### src/rtl/rename_pkg.sv
// rtl/rename_pkg.sv - rename-stage sizing constants and shared free-list types
package rename_pkg;
    localparam int PHYS_REGS = 64;
    localparam int ARCH_REGS = 32;
    localparam int NUM_CKPT  = 4;
    localparam int DEPTH     = PHYS_REGS - ARCH_REGS;
    localparam int TAG_W     = $clog2(PHYS_REGS);
    localparam int IDX_W     = $clog2(DEPTH);
    localparam int PTR_W     = IDX_W + 1;
    localparam int CKPT_W    = $clog2(NUM_CKPT);
    localparam int CNT_W     = $clog2(DEPTH + 1);

    typedef logic [TAG_W-1:0]  preg_t;
    typedef logic [CKPT_W-1:0] ckpt_id_t;
    typedef logic [PTR_W-1:0]  fl_ptr_t;
    typedef logic [CNT_W-1:0]  fl_cnt_t;

    typedef enum logic [1:0] {
        FL_INIT,
        FL_RUN,
        FL_RECOVER
    } fl_state_e;
endpackage

### src/rtl/free_list_ram.sv
// rtl/free_list_ram.sv - free-list storage, one sync write port and one async read port
module free_list_ram
    import rename_pkg::*;
(
    input  logic             clk,
    input  logic             wr_en,
    input  logic [IDX_W-1:0] wr_addr,
    input  preg_t            wr_data,
    input  logic [IDX_W-1:0] rd_addr,
    output preg_t            rd_data
);
    preg_t mem [DEPTH];

    always_ff @(posedge clk) begin
        if (wr_en) begin
            mem[wr_addr] <= wr_data;
        end
    end

    assign rd_data = mem[rd_addr];
endmodule

### src/rtl/free_list_ctrl.sv
// rtl/free_list_ctrl.sv - physical-register free list with branch checkpoints and rollback
module free_list_ctrl
    import rename_pkg::*;
#(
    parameter bit ASSERT_EN = 1'b1
) (
    input  logic     clk,
    input  logic     rst,
    input  logic     alloc_req,
    output logic     alloc_gnt,
    output preg_t    alloc_preg,
    input  logic     free_valid,
    input  preg_t    free_preg,
    input  logic     ckpt_req,
    output logic     ckpt_gnt,
    output ckpt_id_t ckpt_id,
    input  logic     ckpt_release,
    input  ckpt_id_t ckpt_release_id,
    input  logic     recover,
    input  ckpt_id_t recover_id,
    output fl_cnt_t  free_count,
    output logic     empty,
    output logic     busy
);
    fl_state_e           state;
    fl_ptr_t             head, tail;
    fl_cnt_t             cnt;
    logic [NUM_CKPT-1:0] ck_valid;
    ckpt_id_t            ck_head, ck_tail;
    fl_ptr_t             snap [NUM_CKPT];

    logic                in_init, in_run, full;
    logic                init_last, free_ok, wr_en, rel_ok, rec_ok;
    preg_t               ram_rd, wr_data;
    logic [NUM_CKPT-1:0] valid_rel, valid_nxt;
    ckpt_id_t            ck_head_rel;
    fl_ptr_t             head_nxt, tail_nxt;

    assign in_init    = (state == FL_INIT);
    assign in_run     = (state == FL_RUN);
    assign empty      = (cnt == '0);
    assign full       = (cnt == fl_cnt_t'(DEPTH));
    assign busy       = ~in_run;
    assign free_count = cnt;

    assign alloc_gnt  = alloc_req & ~empty & ~recover & in_run;
    assign alloc_preg = alloc_gnt ? ram_rd : '0;
    // The slot at ck_tail is still live only when the queue has wrapped full.
    assign ckpt_gnt   = ckpt_req & ~ck_valid[ck_tail] & ~recover & in_run;
    assign ckpt_id    = ck_tail;

    assign init_last  = in_init && (tail == fl_ptr_t'(DEPTH - 1));
    assign free_ok    = free_valid & ~full & ~in_init;
    assign wr_en      = in_init | free_ok;
    assign wr_data    = in_init ? preg_t'(ARCH_REGS) + preg_t'(tail[IDX_W-1:0]) : free_preg;
    assign rel_ok     = ckpt_release & ck_valid[ck_head] & (ckpt_release_id == ck_head);

    free_list_ram u_ram (
        .clk     (clk),
        .wr_en   (wr_en),
        .wr_addr (tail[IDX_W-1:0]),
        .wr_data (wr_data),
        .rd_addr (head[IDX_W-1:0]),
        .rd_data (ram_rd)
    );

    // Release retires the oldest entry first; a same-cycle recover then truncates what remains.
    always_comb begin
        valid_rel   = ck_valid;
        ck_head_rel = ck_head;
        if (rel_ok) begin
            valid_rel[ck_head] = 1'b0;
            ck_head_rel        = ck_head + 1'b1;
        end
        rec_ok    = recover & ~in_init & valid_rel[recover_id];
        valid_nxt = valid_rel;
        if (rec_ok) begin
            for (int i = 0; i < NUM_CKPT; i++) begin
                if (ckpt_id_t'(ckpt_id_t'(i) - ck_head_rel) >= ckpt_id_t'(recover_id - ck_head_rel)) begin
                    valid_nxt[i] = 1'b0;
                end
            end
        end else if (ckpt_gnt) begin
            valid_nxt[ck_tail] = 1'b1;
        end
        head_nxt = rec_ok ? snap[recover_id] : head + fl_ptr_t'(alloc_gnt);
        tail_nxt = tail + fl_ptr_t'(wr_en);
    end

    always_ff @(posedge clk) begin
        if (rst) begin
            state    <= FL_INIT;
            head     <= '0;
            tail     <= '0;
            cnt      <= '0;
            ck_valid <= '0;
            ck_head  <= '0;
            ck_tail  <= '0;
        end else begin
            head     <= head_nxt;
            tail     <= tail_nxt;
            ck_valid <= valid_nxt;
            ck_head  <= ck_head_rel;
            if (rec_ok) begin
                ck_tail <= recover_id;
            end else if (ckpt_gnt) begin
                ck_tail <= ck_tail + 1'b1;
            end
            unique case (state)
                FL_INIT: begin
                    if (init_last) begin
                        state <= FL_RUN;
                        cnt   <= fl_cnt_t'(DEPTH);
                    end
                end
                FL_RUN, FL_RECOVER: begin
                    state <= rec_ok ? FL_RECOVER : FL_RUN;
                    cnt   <= fl_cnt_t'(tail_nxt - head_nxt);
                end
                default: state <= FL_INIT;
            endcase
        end
    end

    // Snapshot holds head after this cycle's grant so the branch keeps its own destination.
    always_ff @(posedge clk) begin
        if (ckpt_gnt) begin
            snap[ck_tail] <= head_nxt;
        end
    end

    always_ff @(posedge clk) begin
        if (ASSERT_EN && !rst) begin
            assert (!(free_valid && in_init)) else $error("free_valid during INIT dropped");
            assert (!(free_valid && !in_init && full)) else $error("free_valid while full dropped");
            assert (!ckpt_release || rel_ok) else $error("ckpt_release id not oldest live");
            assert (!recover || rec_ok) else $error("recover_id not live");
        end
    end
endmodule

### config.mk
export PLATFORM = sky130hd
export DESIGN_NAME = free_list_ctrl
export DESIGN_NICKNAME = d
export VERILOG_FILES = /design/src/rtl/rename_pkg.sv /design/src/rtl/free_list_ram.sv /design/src/rtl/free_list_ctrl.sv
export SDC_FILE = /design/constraint.sdc
export NUM_CORES = 1
export LEC_CHECK = 0
export CORE_UTILIZATION = 35
export CTS_CLUSTER_SIZE = 14
export DETAILED_ROUTE_END_ITERATION = 8
export SYNTH_ARGS = -nofsm -noshare
export SYNTH_HDL_FRONTEND = slang
export SYNTH_HIERARCHICAL = 1
export SYNTH_SLANG_ARGS = --single-unit
export TNS_END_PERCENT = 5
### constraint.sdc
create_clock -name clk -period 3.77 [get_ports clk]
set_input_delay 0.377 -clock clk [delete_from_list [all_inputs] [get_ports clk]]
set_output_delay 0.377 -clock clk [all_outputs]
set_load 0.1 [all_outputs]
==> results of run 1 <==
-- cell usage after synthesis (4+ instances only) --
library cell	instances
sky130_fd_sc_hd__a21oi_1	13
sky130_fd_sc_hd__xor2_1	6
sky130_fd_sc_hd__and2_1	10
sky130_fd_sc_hd__buf_6	4
sky130_fd_sc_hd__nand3b_1	6
sky130_fd_sc_hd__nor2_2	5
sky130_fd_sc_hd__dfxtp_1	28
sky130_fd_sc_hd__xnor2_1	8
sky130_fd_sc_hd__nand3_1	7
sky130_fd_sc_hd__inv_1	19
sky130_fd_sc_hd__mux4_2	69
sky130_fd_sc_hd__ha_1	22
sky130_fd_sc_hd__edfxtp_1	216
sky130_fd_sc_hd__nand2_1	12
sky130_fd_sc_hd__o21ai_0	9
sky130_fd_sc_hd__mux2_2	12
sky130_fd_sc_hd__nor2_1	57
sky130_fd_sc_hd__nor2b_1	9
sky130_fd_sc_hd__clkbuf_1	11
-- path summary, 6_finish.rpt --
path	startpoint	to	slack (ns)	cells after the start
min	free_count[3]	free_count[3]	0.48	2
max	free_count[1]	free_count[5]	0.25	14
max reg2reg	free_count[1]	free_count[5]	0.25	14
min reg2reg	free_count[3]	free_count[3]	0.48	2
-- routing by layer --
metal / vias up / share of wire (%) / GRT usage [%]
met5: - / 0 / 0
met4: 0 / 1.5 / 2.57
met3: 29 / 5.7 / 2.84
met2: 152 / 48 / 23.9
met1: 2778 / 45 / 20.5
li1: 2406 / - / -
-- critical path, stage by stage (launching register included) --
cell	delay, ns
sky130_fd_sc_hd__dfxtp_4	0.34
sky130_fd_sc_hd__or4_1	0.56
sky130_fd_sc_hd__nor3_2	0.19
sky130_fd_sc_hd__nor4b_2	0.10
sky130_fd_sc_hd__ha_1	0.23
sky130_fd_sc_hd__ha_1	0.29
sky130_fd_sc_hd__mux2_4	0.31
sky130_fd_sc_hd__inv_2	0.07
sky130_fd_sc_hd__ha_4	0.18
sky130_fd_sc_hd__nor2b_4	0.12
sky130_fd_sc_hd__o31ai_2	0.28
sky130_fd_sc_hd__a21oi_1	0.12
sky130_fd_sc_hd__xor2_1	0.16
sky130_fd_sc_hd__a2111oi_0	0.31
sky130_fd_sc_hd__a211oi_1	0.11
-- stage by stage --
| step | TNS (ns) | std cells | hold WS [ns] | power, µW | setup slack (ns) |
|---|---|---|---|---|---|
| floorplan | -96.32 | 587 | 0.448 | 3140 | -3.24 |
| global placement | 0 | 999 | 0.457 | 3220 | 0.133 |
| detailed placement | 0 | 999 | 0.471 | 3230 | 0.0265 |
| CTS | 0 | 1044 | 0.480 | 5750 | 0.233 |
| global route | 0 | 1044 | 0.486 | 5860 | 0.112 |
| finish | 0 | 1044 | 0.478 | 5690 | 0.253 |
-- cells in the final DEF (no fill, tap or decap), types with 6 or more instances in the layout --
| cell type | n |
|---|---|
| sky130_fd_sc_hd__edfxtp_1 | 216 |
| sky130_fd_sc_hd__mux4_2 | 69 |
| sky130_fd_sc_hd__nor2_1 | 57 |
| sky130_fd_sc_hd__clkbuf_16 | 27 |
| sky130_fd_sc_hd__clkdlybuf4s50_1 | 25 |
| sky130_fd_sc_hd__ha_1 | 19 |
| sky130_fd_sc_hd__dfxtp_1 | 18 |
| sky130_fd_sc_hd__buf_4 | 18 |
| sky130_fd_sc_hd__inv_1 | 16 |
| sky130_fd_sc_hd__a21oi_1 | 13 |
| sky130_fd_sc_hd__mux2_2 | 12 |
| sky130_fd_sc_hd__nand2_1 | 12 |
| sky130_fd_sc_hd__and2_1 | 10 |
| sky130_fd_sc_hd__o21ai_0 | 9 |
| sky130_fd_sc_hd__xnor2_1 | 8 |
| sky130_fd_sc_hd__nor2b_1 | 8 |
| sky130_fd_sc_hd__nand3_1 | 7 |
| sky130_fd_sc_hd__dfxtp_4 | 7 |
| sky130_fd_sc_hd__xor2_1 | 6 |
| sky130_fd_sc_hd__nand3b_1 | 6 |
-- state kept, by name, indices dropped and copies added, names as in the netlist --
signal	count
u_ram/mem	192
snap	24
free_count	6
head	6
tail	6
ck_valid	4
ck_head	2
ckpt_id	2
state	2
-- power breakdown --
part           switching [µW]  internal (µW)  total [µW]
combinational             119           82.4         201
clock                     983           1540        2530
sequential               12.2           2950        2960
total                    1110           4580        5690
-- cells by family (layout without fill, tap and decap cells) --
| logic type | after synthesis | in the layout |
|---|---|---|
| XOR/XNOR | 14 | 14 |
| multiplexers | 88 | 88 |
| adder cells (fa/ha/maj) | 25 | 25 |
| buffers and inverters | 44 | 111 |
| AO/OA/AOI/OAI | 49 | 49 |
| AND/OR/NAND/NOR | 123 | 123 |
| flip-flops | 244 | 244 |
-- layout make-up --
type | instances | area (µm²)
fillers | 2692 | 17400
flip-flops and latches | 244 | 7080
multi-input cells | 299 | 3300
clock buffers | 34 | 722
well taps | 390 | 488
repair buffers | 45 | 425
clock inverters | 11 | 131
inverters | 21 | 82.6
==> reports/qor.yml, run 1 <==
global_routing:
  grt-ovfl-total: 0
  number_of_antenna_violations_at_the_first_check_in_global_routing: 1
  global_route_wire_length_before_repair_um: 34000
  gr-usage-all-layers_pct: 14.6
  via_count_of_the_first_global_routing_pass: 5578
  grt_max_degree: 33
worst_setup_path:
  startpoint_type: "flop"
  critical_path.endpoint_type: "flop"
  cp_max_fo: 7
  required_ns: 4.15
  worst_ep_arrival_time_ns: 3.90
  setup.worst_path.class: "reg -> reg"
synthesis:
  synth_warnings: 6
  share_of_cell_area_taken_by_muxes_after_synthesis_pct: 16.9
  synth_xor_xnor_area_share_pct: 1.17
  compound_gate_fraction_of_synth_area_pct: 3.43
  synth.net_count: 629
  largest_family_of_logic_cells_by_synthesized_area: "multiplexers"
  area_share_of_the_largest_cell_type_after_synthesis_pct: 61.7
  ys_seq_elements: 244
  ys_async_sr_fraction_pct: 0
  synth_edf_count: 216
  netlist-cell-type-count: 60
  synth_top_cell_by_area: "sky130_fd_sc_hd__edfxtp_1"
  synth.avg_cell_area_um2: 17.9
  synthesis.instances: 587
  synth-adder-area-share_pct: 3.19
  dominantRegCellSynth: "sky130_fd_sc_hd__edfxtp_1"
  synth.area.top_cells: "sky130_fd_sc_hd__edfxtp_1 (62%), sky130_fd_sc_hd__mux4_2 (15%), sky130_fd_sc_hd__dfxtp_1 (5.3%), sky130_fd_sc_hd__ha_1 (2.6%), sky130_fd_sc_hd__nor2_1 (2.0%)"
  synth_sequential_area_ratio_pct: 67.0
  synth_area_um2: 10500
  synthSimpleGateAreaFrac_pct: 6.09
clocking:
  clk_root_buffer_cell: "sky130_fd_sc_hd__clkbuf_16"
  clock_path_buffers: 3
  post_cts.repair.setup_buffers: 0
  clkSlewWorstSetupHoldPaths_ns: 0.05
  cts_sinks: 244
  postCtsResizedCells: 0
  cts-buffers-inserted: 26
  htree_num_levels: 1
  cts_tree: "done"
  clock_insertion_delay_worst_skew_ns: 0.52
  cts-hold-fix-buffers: 0
status:
  run_status: "completed"
route:
  drt.antenna.violating_nets: 0
  drtIter0Drc: 500
  routed_via_density: 5.14
  dr.pass1.iters: 7
  post_drt_wl_per_cell_um: 21.1
  drt_drc: 0
  vias: 5365
  finalWirelength_um: 22000
sta:
  layout_worst_path_cycle_share_pct: 93.3
  grt_setup_unrepaired: "false"
  timing.final.crit_period_ns: 3.52
  timing.clock.skew_ns: 0.00641
  max_clock_freq_ghz: 0.284
  slew-limit-headroom_pct: 33.6
  finalSetupViolCount: 0
  worst-slew-pin-transition_ns: 0.993
  hold_viol: 0
  drv_slew: 0
placement:
  post-dp-hpwl_um: 14600
  placement.io_buffers: 34
  place_congestion: 0.812
  postPlaceCellArea_um2: 11400
die:
  height_of_the_chip_um: 175
  design.die.area_um2: 30700
  floorplan.core_area_um2: 29600
  floorplan.initialDensity_pct: 35.5
  die_width_um: 175
  io-pin-count: 35
  placementRows: 63
pwr:
  vdd_drop_max_mv: 0.332
  power.density_cell_area_nw_per_um2: 466
  p_leak_uw: 0.00392
layout:
  final_nets: 679
  drive_gt1_share_pct: 28.1
  post-route-util_pct: 41.2
  layout.cell_area.non_filler_um2: 12200
  antenna_cells_inserted: 0
  syn2layout_area_growth_pct: 16.2
hold_path:
  holdCritPathClass: "reg -> reg"
flow_run:
  cap_viol_max_count: 0
Power figures use the tool's default switching activity.
==> run 2, diff against run 1 <==
ABC_AREA = 1   (was not set)
CTS_BUF_LIST = sky130_fd_sc_hd__clkbuf_8   (was not set)
RECOVER_POWER = 25   (was not set)
==> run 2 against run 1 <==
The run now ends with capacitance limit, slew limit left. Routed wire length is 17% higher. Final area is 2.5% higher. Register-to-register slack better by 0.07 ns. Fmax is 2.1% higher. Final cell count is 46% higher. Global-route usage is 1.9 points higher. Count of clock-buffer cells in the layout is 12 higher. Power is 5.2% higher. Critical path depth is 10 higher. Largest power group unchanged.
==> reports/qor.yml, run 2 <==
status:
  run_status: "complete, but fails checks"  # was completed
  failed_checks: "capacitance limit, slew limit"
synthesis:
  netlist-cell-type-count: 42  # was 60
  dominantRegCellSynth: "sky130_fd_sc_hd__edfxtp_1"  # unchanged
  synth_top_cell_by_area: "sky130_fd_sc_hd__edfxtp_1"  # unchanged
  synth.most_common_cell: "sky130_fd_sc_hd__nand2_1"  # was sky130_fd_sc_hd__edfxtp_1
  ys_async_sr_fraction_pct: 0  # unchanged
  synth_sequential_area_ratio_pct: 64.6  # was 67.0%
  post_synth_top_cells: "sky130_fd_sc_hd__nand2_1 (343), sky130_fd_sc_hd__edfxtp_1 (216), sky130_fd_sc_hd__nand3_1 (168)"  # was sky130_fd_sc_hd__edfxtp_1 (216), sky130_fd_sc_hd__mux4_2 (69), sky130_fd_sc_hd__nor2_1 (57)
  area_share_of_the_largest_cell_type_after_synthesis_pct: 59.5  # was 61.7%
  synth.area.top_cells: "sky130_fd_sc_hd__edfxtp_1 (59%), sky130_fd_sc_hd__nand2_1 (12%), sky130_fd_sc_hd__nand3_1 (7.7%), sky130_fd_sc_hd__dfxtp_1 (5.1%), sky130_fd_sc_hd__nor2_1 (2.6%)"  # was sky130_fd_sc_hd__edfxtp_1 (62%), sky130_fd_sc_hd__mux4_2 (15%), sky130_fd_sc_hd__dfxtp_1 (5.3%), sky130_fd_sc_hd__ha_1 (2.6%), sky130_fd_sc_hd__nor2_1 (2.0%)
  ys_seq_elements: 244  # unchanged
  synth_area_um2: 10900  # was 10,500 µm²
  synth.avg_cell_area_um2: 10.3  # was 17.9 µm²
  synth_warnings: 6  # unchanged
  synthesis.instances: 1055  # was 587
  synth.net_count: 1097  # was 629
  synth_edf_count: 216  # unchanged
layout:
  largestRegisters: "u_ram/mem (192), snap (24)"  # unchanged
  layout.filler_cells: 3015  # was 2,692
  regArea_um2: 7060  # was 7080 µm²
  drive_gt1_share_pct: 10.4  # was 28.1%
  final_nets: 1147  # was 679
  antenna_cells_inserted: 0  # unchanged
  syn2layout_area_growth_pct: 15.0  # was 16.2%
  area_taken_by_multi_input_logic_gates_um2: 3420  # was 3300 µm²
  layout_commonest_cell: "sky130_fd_sc_hd__nand2_1"  # was sky130_fd_sc_hd__edfxtp_1
  commonest_non_fill_non_tap_cells_in_the_layout: "sky130_fd_sc_hd__nand2_1 (342), sky130_fd_sc_hd__edfxtp_1 (216), sky130_fd_sc_hd__nand3_1 (167)"  # was sky130_fd_sc_hd__edfxtp_1 (216), sky130_fd_sc_hd__mux4_2 (69), sky130_fd_sc_hd__nor2_1 (57)
  largest_register_ffs: 192  # unchanged
  regMostFlops: "u_ram/mem"  # unchanged
placement:
  placement.io_buffers: 34  # unchanged
  place_congestion: 0.864  # was 0.812
  placement.setup.worst_slack_ns: 0.190  # was 0.0265 ns
  post-dp-hpwl_um: 16100  # was 14,600 µm
sta:
  drv_slew: 165  # was 0
  hold_viol: 0  # unchanged
  slew-limit-headroom_pct: -43.9  # was 33.6%
  timing.final.crit_period_ns: 3.45  # was 3.52 ns
  timing.clock.skew_ns: 0.0312  # was 0.00641 ns
  layout_worst_path_cycle_share_pct: 91.4  # was 93.3%
  worst-slew-pin-transition_ns: 2.16  # was 0.993 ns
  final_setup_slack_of_the_worst_path_ns: 0.324  # was 0.253 ns
  grt_setup_unrepaired: "false"  # unchanged
  finalSetupViolCount: 0  # unchanged
  max_clock_freq_ghz: 0.290  # was 0.284 GHz
route:
  drt.antenna.violating_nets: 0  # unchanged
  routed_via_density: 4.97  # was 5.14
  dr.pass1.iters: 5  # was 7
  drtIter0Drc: 673  # was 500
  drt_drc: 0  # unchanged
  vias: 7577  # was 5,365
  finalWirelength_um: 25800  # was 22,000 µm
  post_drt_wl_per_cell_um: 16.9  # was 21.1 µm
global_routing:
  use_met3_pct: 2.75  # was 2.84%
  gr-usage-all-layers_pct: 16.6  # was 14.6%
  global_route.usage.met2_pct: 25.8  # was 23.9%
  via_count_of_the_first_global_routing_pass: 7174  # was 5,578
  grt-ovfl-total: 0  # unchanged
  number_of_antenna_violations_at_the_first_check_in_global_routing: 0  # was 1
  global_route_wire_length_before_repair_um: 40300  # was 34,000 µm
  grt_max_degree: 97  # was 33
  top_usage_layer: "met2"  # unchanged
  grt.met1_usage_pct: 23.6  # was 20.5%
flow_run:
  cap_viol_max_count: 5  # was 0
die:
  die_width_um: 178  # was 175 µm
  floorplan.core_area_um2: 30600  # was 29,600 µm²
  io-pin-count: 35  # unchanged
  height_of_the_chip_um: 178  # was 175 µm
  design.die.area_um2: 31900  # was 30,700 µm²
  placementRows: 64  # was 63
  floorplan.initialDensity_pct: 35.6  # was 35.5%
clocking:
  clock_insertion_delay_worst_skew_ns: 0.54  # was 0.52 ns
  cts-hold-fix-buffers: 0  # unchanged
  clkSlewWorstSetupHoldPaths_ns: 0.06  # was 0.05 ns
  cts_sinks: 244  # unchanged
  clk_root_buffer_cell: "sky130_fd_sc_hd__clkbuf_8"  # was sky130_fd_sc_hd__clkbuf_16
  cts-buffers-inserted: 40  # was 26
  clock_path_buffers: 3  # unchanged
  cts_tree: "done"  # unchanged
  htree_num_levels: 2  # was 1
pwr:
  power.total_uw: 5990  # was 5690 µW
  vdd_drop_max_mv: 0.241  # was 0.332 mV
  power.density_cell_area_nw_per_um2: 478  # was 466 nW/µm²
  p_leak_uw: 0.00474  # was 0.00392 µW
worst_setup_path:
  required_ns: 4.21  # was 4.15 ns
  critical_path.endpoint_type: "flop"  # unchanged
  worst_ep_arrival_time_ns: 3.88  # was 3.90 ns
  setup.worst_path.class: "reg -> reg"  # unchanged
  cp_max_fo: 5  # was 7
  startpoint_type: "flop"  # unchanged
hold_path:
  holdCritPathClass: "reg -> reg"  # unchanged
-- run 2: changes by cell type after synthesis, moves of 6 or more --
cell,delta
sky130_fd_sc_hd__nand4_1,+6
sky130_fd_sc_hd__nor2b_1,-9
sky130_fd_sc_hd__inv_2,+7
sky130_fd_sc_hd__inv_1,+42
sky130_fd_sc_hd__xnor2_1,-6
sky130_fd_sc_hd__and2_1,-10
sky130_fd_sc_hd__nand3_1,+161
sky130_fd_sc_hd__buf_2,+16
sky130_fd_sc_hd__nor2_1,+19
sky130_fd_sc_hd__mux4_2,-69
sky130_fd_sc_hd__mux2_2,-12
sky130_fd_sc_hd__nand2_1,+331
-- run 2: through the flow --
step | instance area, µm² | util [%] | setup TNS [ns] | std cells | hold slack (ns)
after floorplan | 11000 | - | -6.42 | 1055 | 0.461
after global placement | 11800 | 38.6 | 0 | 1459 | 0.482
after detailed placement | 11800 | 38.6 | 0 | 1459 | 0.479
after CTS | 12600 | 41.0 | 0 | 1526 | 0.494
after global routing | 12500 | 41.0 | 0 | 1526 | 0.517
final | 12500 | 41.0 | 0 | 1526 | 0.498
-- run 2: cell type report --
cell class | instances | share of cell area [%]
clock buffers | 46 | 5.05
well taps | 396 | 3.95
multi-input cells | 698 | 27.3
flip-flops and latches | 244 | 56.4
repair buffers | 50 | 4.19
clock inverters | 21 | 0.958
inverters | 71 | 2.18
-- run 2: kinds of logic after synthesis --
logic type	share of synthesized area [%]
adders and majority gates	3.08
DFF	64.6
xor gates and xnor gates	0.884
AOI/OAI and AO/OA	2.71
buffers and inverters	4.85
and+or+nand+nor	23.8
-- run 2: path summary, 6_finish.rpt --
path,end,cells after the start,slack (ns),startpoint
hold reg to reg,state[1],2,0.50,state[1]
setup / recovery,free_count[5],24,0.32,free_count[3]
setup reg to reg,free_count[5],24,0.32,free_count[3]
hold / removal,state[1],2,0.50,state[1]
-- run 2: per-layer routing --
metal  share of wire [%]  vias to the layer above
li1                    -                     3686
met1                  46                     3587
met2                  45                      257
met3                 6.7                       47
met4                 2.2                        0
met5                   0                        -
-- run 2: worst max-delay path, cell delays in order, from the launching register on --
cell                         delay (ns)
sky130_fd_sc_hd__dfxtp_4           0.35
sky130_fd_sc_hd__nor4_2            0.27
sky130_fd_sc_hd__inv_1             0.12
sky130_fd_sc_hd__nor3_4            0.18
sky130_fd_sc_hd__inv_1             0.06
sky130_fd_sc_hd__nand4_1           0.17
sky130_fd_sc_hd__clkinvlp_4        0.17
sky130_fd_sc_hd__ha_4              0.19
sky130_fd_sc_hd__ha_4              0.15
sky130_fd_sc_hd__or2_4             0.22
sky130_fd_sc_hd__nand3_2           0.06
sky130_fd_sc_hd__nand2_2           0.09
sky130_fd_sc_hd__inv_2             0.09
sky130_fd_sc_hd__ha_4              0.21
sky130_fd_sc_hd__a21oi_2           0.11
sky130_fd_sc_hd__o21ai_1           0.09
sky130_fd_sc_hd__nand2_1           0.09
sky130_fd_sc_hd__nand2_1           0.07
sky130_fd_sc_hd__a21oi_2           0.14
sky130_fd_sc_hd__xor2_1            0.20
sky130_fd_sc_hd__inv_1             0.06
sky130_fd_sc_hd__nand3_1           0.08
sky130_fd_sc_hd__nand3_1           0.07
sky130_fd_sc_hd__nand2_1           0.07
sky130_fd_sc_hd__inv_1             0.04
-- run 2: repair_timing --
| action | 4_1_cts | 5_1_grt |
|---|---|---|
| endpoints found under the setup margin | 0 | 1 |
| buffers inserted | 0 | 0 |
| resized for setup | 0 | 1 |
-- run 2: power breakdown --
| part | internal, µW | switching, µW |
|---|---|---|
| Sequential | 3080 | 31.3 |
| Combinational | 183 | 497 |
| Clock | 1180 | 1020 |
| Total | 4440 | 1550 |
